==> config.mk <==
export PLATFORM = sky130hd
export DESIGN_NAME = octave_ctrl_flat
export DESIGN_NICKNAME = d
export VERILOG_FILES = /design/src/rtl/octave_ctrl_if.sv /design/src/rtl/octave_ctrl.sv /design/src/flat_wrapper.sv
export SDC_FILE = /design/constraint.sdc
export NUM_CORES = 1
export LEC_CHECK = 0
export CORE_AREA = 10 10 78 80
export CTS_BUF_LIST = sky130_fd_sc_hd__clkbuf_2 sky130_fd_sc_hd__clkbuf_4 sky130_fd_sc_hd__clkbuf_8
export DETAILED_ROUTE_END_ITERATION = 16
export DIE_AREA = 0 0 88 90
export HOLD_SLACK_MARGIN = 0.05
export RECOVER_POWER = 50
export SLEW_MARGIN = 25
export SYNTH_ARGS = -nofsm -noshare
export SYNTH_HDL_FRONTEND = slang
export SYNTH_SLANG_ARGS = --single-unit
==> constraint.sdc <==
create_clock -name clk -period 4.7 [get_ports clk]
set_input_delay 0.47 -clock clk [delete_from_list [all_inputs] [get_ports clk]]
set_output_delay 0.47 -clock clk [all_outputs]
set_load 0.02 [all_outputs]
==> src/rtl/octave_ctrl_if.sv <==
// Octave controller bus: raw buttons and load strobe toward the block, registered octave status back.
interface octave_ctrl_if #(
  parameter int unsigned OCT_W = 3
);
  logic             up_btn;
  logic             down_btn;
  logic             load;
  logic [OCT_W-1:0] load_val;
  logic [OCT_W-1:0] octave;
  logic             oct_changed;
  logic             at_min;
  logic             at_max;

  modport master (
    output up_btn, down_btn, load, load_val,
    input  octave, oct_changed, at_min, at_max
  );

  modport slave (
    input  up_btn, down_btn, load, load_val,
    output octave, oct_changed, at_min, at_max
  );
endinterface

==> src/rtl/octave_ctrl.sv <==
// Octave register for the piano front end: debounced up/down buttons with auto-repeat,
// direct clamped load, saturating or wrapping bounds.
module octave_ctrl #(
  parameter int unsigned OCT_W       = 3,
  parameter int unsigned OCT_MIN     = 0,
  parameter int unsigned OCT_MAX     = 7,
  parameter int unsigned OCT_RST     = 4,
  parameter int unsigned WRAP        = 0,
  parameter int unsigned DEBOUNCE    = 16,
  parameter int unsigned REPEAT_DLY  = 64,
  parameter int unsigned REPEAT_RATE = 32
) (
  input  logic         clk,
  input  logic         rst_n,
  octave_ctrl_if.slave bus
);

  localparam int unsigned NB     = 2;
  localparam int unsigned DB_W   = $clog2(DEBOUNCE + 1);
  localparam int unsigned RP_MAX = (REPEAT_DLY > REPEAT_RATE) ? REPEAT_DLY : REPEAT_RATE;
  localparam int unsigned RP_W   = $clog2(RP_MAX + 1);

  localparam logic [OCT_W-1:0] MIN_V     = OCT_W'(OCT_MIN);
  localparam logic [OCT_W-1:0] MAX_V     = OCT_W'(OCT_MAX);
  localparam logic [OCT_W-1:0] RST_V     = OCT_W'(OCT_RST);
  localparam logic [DB_W-1:0]  DB_LAST   = DB_W'(DEBOUNCE - 1);
  localparam logic [RP_W-1:0]  DLY_LAST  = RP_W'(REPEAT_DLY - 1);
  localparam logic [RP_W-1:0]  RATE_LAST = RP_W'(REPEAT_RATE - 1);

  typedef enum logic [1:0] {
    ST_IDLE   = 2'd0,
    ST_DELAY  = 2'd1,
    ST_REPEAT = 2'd2
  } rpt_st_e;

  // Index 0 is the up button, index 1 the down button.
  logic [NB-1:0] raw_c;
  logic [NB-1:0] level_c;
  logic [NB-1:0] step_c;
  logic          both_c;

  assign raw_c  = {bus.down_btn, bus.up_btn};
  assign both_c = &level_c;

  for (genvar b = 0; b < NB; b++) begin : g_btn
    logic            sync1_q;
    logic            sync2_q;
    logic            deb_q;
    logic            deb_d;
    logic [DB_W-1:0] db_cnt_q;
    logic [DB_W-1:0] db_cnt_d;
    rpt_st_e         st_q;
    rpt_st_e         st_d;
    logic [RP_W-1:0] rp_cnt_q;
    logic [RP_W-1:0] rp_cnt_d;
    logic            step;
    logic            armed;

    // Debounce: flip the level after DEBOUNCE consecutive disagreeing samples.
    always_comb begin
      deb_d    = deb_q;
      db_cnt_d = '0;
      if (sync2_q != deb_q) begin
        if (db_cnt_q == DB_LAST) begin
          deb_d = ~deb_q;
        end else begin
          db_cnt_d = db_cnt_q + DB_W'(1);
        end
      end
    end

    always_ff @(posedge clk) begin
      if (!rst_n) begin
        sync1_q  <= 1'b0;
        sync2_q  <= 1'b0;
        deb_q    <= 1'b0;
        db_cnt_q <= '0;
      end else begin
        sync1_q  <= raw_c[b];
        sync2_q  <= sync1_q;
        deb_q    <= deb_d;
        db_cnt_q <= db_cnt_d;
      end
    end

    // A press only counts while this level is high and the other one is not.
    assign armed      = deb_q & ~both_c;
    assign level_c[b] = deb_q;

    always_ff @(posedge clk) begin
      if (!rst_n) begin
        st_q     <= ST_IDLE;
        rp_cnt_q <= '0;
      end else begin
        st_q     <= st_d;
        rp_cnt_q <= rp_cnt_d;
      end
    end

    always_comb begin
      st_d     = st_q;
      rp_cnt_d = rp_cnt_q + RP_W'(1);
      if (!armed) begin
        st_d     = ST_IDLE;
        rp_cnt_d = '0;
      end else begin
        case (st_q)
          ST_IDLE: begin
            st_d     = ST_DELAY;
            rp_cnt_d = '0;
          end
          ST_DELAY: begin
            if (rp_cnt_q == DLY_LAST) begin
              st_d     = ST_REPEAT;
              rp_cnt_d = '0;
            end
          end
          ST_REPEAT: begin
            if (rp_cnt_q == RATE_LAST) begin
              rp_cnt_d = '0;
            end
          end
          default: begin
            st_d     = ST_IDLE;
            rp_cnt_d = '0;
          end
        endcase
      end
    end

    always_comb begin
      step = 1'b0;
      if (armed) begin
        case (st_q)
          ST_IDLE:   step = 1'b1;
          ST_DELAY:  step = (rp_cnt_q == DLY_LAST);
          ST_REPEAT: step = (rp_cnt_q == RATE_LAST);
          default:   step = 1'b0;
        endcase
      end
    end

    assign step_c[b] = step;
  end

  logic [OCT_W-1:0] oct_q;
  logic [OCT_W-1:0] oct_d;
  logic             chg_q;
  logic             chg_d;
  logic             at_min_q;
  logic             at_min_d;
  logic             at_max_q;
  logic             at_max_d;
  logic [OCT_W-1:0] load_clamp_c;

  assign load_clamp_c = (bus.load_val <= MIN_V) ? MIN_V :
                        (bus.load_val >= MAX_V) ? MAX_V : bus.load_val;

  // Load beats steps; simultaneous up and down steps cancel.
  always_comb begin
    oct_d = oct_q;
    if (bus.load) begin
      oct_d = load_clamp_c;
    end else if (step_c[0] ^ step_c[1]) begin
      if (step_c[0]) begin
        if (oct_q == MAX_V) oct_d = (WRAP != 0) ? MIN_V : MAX_V;
        else                oct_d = oct_q + OCT_W'(1);
      end else begin
        if (oct_q == MIN_V) oct_d = (WRAP != 0) ? MAX_V : MIN_V;
        else                oct_d = oct_q - OCT_W'(1);
      end
    end
    chg_d    = (oct_d != oct_q);
    at_min_d = (oct_d == MIN_V);
    at_max_d = (oct_d == MAX_V);
  end

  always_ff @(posedge clk) begin
    if (!rst_n) begin
      oct_q    <= RST_V;
      chg_q    <= 1'b0;
      at_min_q <= (RST_V == MIN_V);
      at_max_q <= (RST_V == MAX_V);
    end else begin
      oct_q    <= oct_d;
      chg_q    <= chg_d;
      at_min_q <= at_min_d;
      at_max_q <= at_max_d;
    end
  end

  assign bus.octave      = oct_q;
  assign bus.oct_changed = chg_q;
  assign bus.at_min      = at_min_q;
  assign bus.at_max      = at_max_q;

endmodule

==> src/flat_wrapper.sv <==
// flat-port wrapper written by rule: the top's interface ports become plain ports
module octave_ctrl_flat 
#(
  parameter int unsigned OCT_W       = 3,
  parameter int unsigned OCT_MIN     = 0,
  parameter int unsigned OCT_MAX     = 7,
  parameter int unsigned OCT_RST     = 4,
  parameter int unsigned WRAP        = 0,
  parameter int unsigned DEBOUNCE    = 16,
  parameter int unsigned REPEAT_DLY  = 64,
  parameter int unsigned REPEAT_RATE = 32
)
  (clk, rst_n, bus_up_btn, bus_down_btn, bus_load, bus_load_val, bus_octave, bus_oct_changed, bus_at_min, bus_at_max);
  octave_ctrl_if #(.OCT_W(OCT_W)) bus_i ();
  input  logic clk;
  input  logic rst_n;
  input wire logic [$bits(bus_i.up_btn)-1:0] bus_up_btn;
  input wire logic [$bits(bus_i.down_btn)-1:0] bus_down_btn;
  input wire logic [$bits(bus_i.load)-1:0] bus_load;
  input wire logic [$bits(bus_i.load_val)-1:0] bus_load_val;
  output wire logic [$bits(bus_i.octave)-1:0] bus_octave;
  output wire logic [$bits(bus_i.oct_changed)-1:0] bus_oct_changed;
  output wire logic [$bits(bus_i.at_min)-1:0] bus_at_min;
  output wire logic [$bits(bus_i.at_max)-1:0] bus_at_max;
  assign bus_i.up_btn = bus_up_btn;
  assign bus_i.down_btn = bus_down_btn;
  assign bus_i.load = bus_load;
  assign bus_i.load_val = bus_load_val;
  assign bus_octave = bus_i.octave;
  assign bus_oct_changed = bus_i.oct_changed;
  assign bus_at_min = bus_i.at_min;
  assign bus_at_max = bus_i.at_max;
  octave_ctrl #(.OCT_W(OCT_W), .OCT_MIN(OCT_MIN), .OCT_MAX(OCT_MAX), .OCT_RST(OCT_RST), .WRAP(WRAP), .DEBOUNCE(DEBOUNCE), .REPEAT_DLY(REPEAT_DLY), .REPEAT_RATE(REPEAT_RATE)) u_core (.clk(clk), .rst_n(rst_n), .bus(bus_i));
endmodule
# Word-level counts from Yosys, hierarchy flattened
# Index checks and enable logic that the tools add are counted.
# Widths: inputs -> output; s select.
[classes]
eq_ne = 17
bitwise = 11
n_mux = 21
magnitude_cmp = 2
reduce_logical = 13
n_addsub = 6
[ops]
columns = ["cell", "count"]
rows = [
  ["$mux 7", 4],
  ["$pmux 7 s2", 2],
  ["$mux 3", 7],
  ["$add 7x1->7 const B", 2],
  ["$eq 7x5->1 const B", 2],
  ["$eq 7x6->1 const B", 2],
  ["$reduce_and 2->1", 7],
  ["$pmux 2 s3", 2],
  ["$add 5x1->5 const B", 2],
  ["$eq 5x4->1 const B", 2],
  ["$not 1->1", 8],
  ["$eq 3x3->1 const B", 2],
  ["$logic_not 3->1", 2],
  ["$pmux 1 s3", 2],
  ["$reduce_or 3->1", 2],
  ["$eq 2x1->1 const B", 2],
  ["$eq 2x2->1 const B", 2],
  ["$logic_not 2->1", 2],
  ["$mux 2", 2],
  ["$ne 2x1->1 const B", 2],
  ["$add 3x1->3 const B", 1],
  ["$ge 3x3->1 const B", 1],
  ["$le 3x1->1 const B", 1],
  ["$ne 3x3->1", 1],
  ["5 further kinds", 8],
]
[totals]
inputBits = 8
out_inout_bits = 6
reg_bits = 40
wordCells = 86

# Logic depth before layout (Yosys ltp)
[logic_depth]
ltp_word = 8
mapped_depth = 8
ltp_nobuf = 8

# Worst setup path after synthesis
# No wires, ideal clock.
[synth_timing]
path_type = "reg2reg"
start = "reg u_core.g_btn[0].st_q[0]"
end = "reg u_core.at_min_q (netlist: u_core.bus.at_min)"
stages_incl_launch_ff = 8
setup_ps = 60
required_ps = 4640
arrival_time_ps = 2207
n_path_buf = 0
slack_ps = 2433
period_less_slack_ps = 2267
cell_sequence = "dfxtp_1 ha_1 or3b_1 o41ai_4 mux2i_1 mux2_2 o41ai_2 and3_1"
[synth_via]
elab_chain_cells = 7
elab_cells_between_ends = 10
cone_classes = "2 x eq/ne; 5 x mux; 1 x bitwise; 2 x reduce/logical"
[synth_lines]
columns = ["element", "line", "text"]
rows = [
  ["start: declaration", "octave_ctrl.sv:52", "rpt_st_e st_q;"],
  ["start signal: assignment", "octave_ctrl.sv:95", "st_q <= st_d;"],
  ["$eq 2x2->1 (tied with other cells)", "octave_ctrl.sv:134", "case (st_q)"],
  ["$pmux 1 s3 *", "octave_ctrl.sv:134", ""],
  ["$mux 1 *", "octave_ctrl.sv:133", "if (armed) begin"],
  ["$mux 3 or $xor 1x1->1 (tied branches)", "octave_ctrl.sv:165, octave_ctrl.sv:164", ""],
  ["$mux 3 *", "octave_ctrl.sv:164", "end else if (step_c[0] ^ step_c[1]) begin"],
  ["$mux 3 *", "octave_ctrl.sv:162", "if (bus.load) begin"],
  ["$logic_not 3->1 *", "octave_ctrl.sv:174", "at_min_d = (oct_d == MIN_V);"],
  ["end signal: assignment", "octave_ctrl.sv:182", "at_min_q <= (RST_V == MIN_V);"],
  ["end signal: assignment", "octave_ctrl.sv:187", "at_min_q <= at_min_d;"],
  ["end: declaration", "octave_ctrl.sv:150", "logic at_min_q;"],
]
# Mark *: on every way between the ends. The rest lies on a longest branch, timed or not.
# A chain may end at the register's enable or synchronous reset.

# Worst setup path in the final report
# Ends and elaborated chain as after synthesis.

==> results.json <==
{
  "drt_drc_violations_left": 0,
  "n_fill_cell": 437,
  "worst-endpoint-arrival_ns": 2.66,
  "leakage_nw": 0.9471,
  "htreeDepth": 2,
  "path_max_fanout": 7,
  "core_box_area_mm2": 0.004598,
  "layout_cells_sized_above_1": 0.06356,
  "synthesis.nets": 248,
  "area_growth_pct": 12.98,
  "layout_setup_ws_ns": 2.267,
  "drt_iter0_drc": 47,
  "synth_area_per_cell_um2": 9.070,
  "dieWidth_um": 88,
  "worst_setup_path_start_kind": "flop",
  "power-per-cell-area_mw_per_mm2": 269.4,
  "gp_congestion": 0.8284,
  "ir_worst_vdd_v": 0.0001509,
  "synthDominantCellAreaShare": 0.3995,
  "grt_first_pass_wirelength_um": 5899,
  "grt_pass1_vias": 1394,
  "wl_um": 3255,
  "period_needed_ns": 2.433,
  "setup_total_negative_slack_ns": 0,
  "setup_repair_after_global_routing_missed_its_margin": "no",
  "fp.dieH_um": 90,
  "site_rows": 25,
  "hold_buffers": 0,
  "synthDistinctLibCells": 38,
  "all_layer_global_routing_usage": 0.08791,
  "grt_remaining_overflow": 0,
  "worst-setup-path-type": "flop to flop",
  "max_cap_viol_count": 0,
  "numnets_final": 263,
  "groute.layer.met1.usage": 0.1084,
  "postSynthRegisterBits": 40,
  "grtUsageMet3": 0.03520,
  "preCtsSetupSlack_ns": 2.286,
  "synth_top_area_cell": "sky130_fd_sc_hd__dfxtp_1",
  "fp.dieArea_mm2": 0.007920,
  "cp_data_required_time_ns": 4.92,
  "share_of_synthesized_area_occupied_by_flip_flops_and_latches": 0.3995,
  "tritoncts": "built",
  "post_synthesis_instance_area_mm2": 0.002004,
  "routed_via_density": 4.993,
  "clock_skew_ns": 0.004348,
  "antenna_found_initial": 0,
  "insertedDiodeCount": 0,
  "achievable-frequency_ghz": 0.4111,
  "setup-violations-final": 0,
  "most_utilized_layer_in_the_global_route_result": "met2",
  "routed-via-count": 1448,
  "wl_per_instance_um": 11.22,
  "detail_route.first_pass.iterations": 4,
  "ctsResizeCount": 0,
  "cts-root-buf": "sky130_fd_sc_hd__clkbuf_8",
  "worst_setup_path_end_kind": "flop",
  "met2_usage_in_global_routing": 0.1359,
  "placement.io_buffers": 13,
  "floorplan.initialDensity": 0.4359,
  "hp-class": "flop to flop",
  "timing_max_transition_violations_final": 0,
  "clk_path_buf_depth": 2,
  "post_synthesis_cell_count": 221,
  "hpwl_um": 2479,
  "final_hold_viol_count": 0,
  "clk_latency_ns": 0.28,
  "post_cts_buffers": 0,
  "max_slew.worst_pin.slew_ns": 0.4598,
  "cts.sinks": 40,
  "status": "complete, no violations",
  "slew_headroom": 0.6924,
  "largest_net_degree_at_the_start_of_global_routing": 12,
  "clk_pin_slew_worst_paths_ns": 0.07,
  "pin_count": 14,
  "final.period_utilization": 0.5176,
  "detail-route-antenna-nets": 0,
  "synth_top_cells_by_area": "sky130_fd_sc_hd__dfxtp_1, sky130_fd_sc_hd__ha_1, sky130_fd_sc_hd__nor2_1",
  "cts_made_buffers": 5,
  "yosys_warnings": 0
}
synth_stat cells (all sizes together):
cell type,count
a21o,3
a21oi,7
a32o,1
and2,4
and2b,1
and3,5
clkbuf,5
dfxtp,40
ha,19
inv,19
mux2,1
mux2i,10
nand2,12
nand2b,1
nand3,7
nand3b,1
nand4,3
nor2,37
nor2b,2
nor3,1
nor3b,1
o211ai,1
o21a,2
o21ai,3
o21ba,1
o221ai,1
o31ai,3
o41ai,2
or2,1
or3,6
or3b,1
or4b,1
or4bb,1
xnor2,9
xor2,9
flip-flops by register name (all words and copies together), names as in the netlist:
register                cells
u_core.g_btn.st_q           4
u_core.g_btn.db_cnt_q      10
u_core.bus.oct_changed      1
u_core.g_btn.sync2_q        2
u_core.g_btn.rp_cnt_q      14
u_core.bus.at_min           1
u_core.g_btn.deb_q          2
u_core.bus.at_max           1
u_core.bus.octave           3
u_core.g_btn.sync1_q        2
cells by family after synthesis:
kind of cell    after synthesis  share of synthesized area
buf+inv                      24                    0.04495
compound gates               24                    0.09488
xor+xnor                     18                    0.07866
simple gates                 85                     0.2079
flops                        40                     0.3995
fa+ha+maj                    19                     0.1186
mux                          11                    0.05556
cell usage in the layout, fill, tap and decap left out, types with 2 or more instances in the layout:
cell	count
sky130_fd_sc_hd__a21o_1	3
sky130_fd_sc_hd__a21oi_1	7
sky130_fd_sc_hd__and2_1	3
sky130_fd_sc_hd__and3_1	4
sky130_fd_sc_hd__clkbuf_8	5
sky130_fd_sc_hd__clkdlybuf4s50_1	9
sky130_fd_sc_hd__dfxtp_1	40
sky130_fd_sc_hd__dlygate4sd3_1	4
sky130_fd_sc_hd__ha_1	19
sky130_fd_sc_hd__inv_1	19
sky130_fd_sc_hd__mux2i_1	10
sky130_fd_sc_hd__nand2_1	12
sky130_fd_sc_hd__nand3_1	7
sky130_fd_sc_hd__nand4_1	3
sky130_fd_sc_hd__nor2_1	37
sky130_fd_sc_hd__nor2b_1	2
sky130_fd_sc_hd__o21a_1	2
sky130_fd_sc_hd__o21ai_0	3
sky130_fd_sc_hd__o31ai_1	3
sky130_fd_sc_hd__or3_1	5
sky130_fd_sc_hd__xnor2_1	9
sky130_fd_sc_hd__xor2_1	9
worst paths after layout:
kind	start	endpoint	slack (ns)	cells past startpoint
max	u_core.g_btn[0].st_q[0]	u_core.bus.at_min	2.27	7
min	u_core.g_btn[0].sync1_q	u_core.g_btn[0].sync2_q	0.43	1
min reg2reg	u_core.g_btn[0].sync1_q	u_core.g_btn[0].sync2_q	0.43	1
max reg2reg	u_core.g_btn[0].st_q[0]	u_core.bus.at_min	2.27	7
power by group:
part	switching [mW]	internal, mW
clock	0.109	0.107
sequential	0.00484	0.344
combinational	0.0219	0.0237
total	0.136	0.474
critical path: stages, from the launching register on:
cell                      delay [ns]
sky130_fd_sc_hd__dfxtp_1        0.34
sky130_fd_sc_hd__ha_1           0.21
sky130_fd_sc_hd__or3b_1         0.39
sky130_fd_sc_hd__o41ai_4        0.48
sky130_fd_sc_hd__mux2i_1        0.18
sky130_fd_sc_hd__mux2_2         0.31
sky130_fd_sc_hd__o41ai_2        0.29
sky130_fd_sc_hd__and3_1         0.18
final cells by class:
| class | count | area [µm²] | area share |
|---|---|---|---|
| clock inverter | 1 | 5.005 | 0.002210 |
| inverter | 19 | 71.32 | 0.03149 |
| sequential | 40 | 800.8 | 0.3536 |
| tap | 54 | 67.56 | 0.02983 |
| timing repair buffer | 13 | 130.1 | 0.05746 |
| clock buffer | 6 | 76.32 | 0.03370 |
| multi-input combinational | 157 | 1114 | 0.4917 |
metal layers:
| metal | part of all wire | routed length (µm) |
|---|---|---|
| met1 | 0.50 | 1622 |
| met2 | 0.45 | 1479 |
| met5 | 0 | 0 |
| met3 | 0.041 | 135 |
| met4 | 0.0052 | 17 |
per-stage QoR:
stage               cell area, µm²    util  std cells  power (mW)  hold slack [ns]
finish                        2265  0.4925        290      0.6101           0.4338
global route                  2265  0.4925        290      0.6423           0.4574
CTS                           2265  0.4925        290      0.6220           0.4370
detailed placement            2183  0.4748        283      0.4029           0.4199
global placement              2183  0.4748        283      0.4034           0.4139
floorplan                     2004       -        221      0.3853           0.4119
Power figures use the tool's default switching activity.
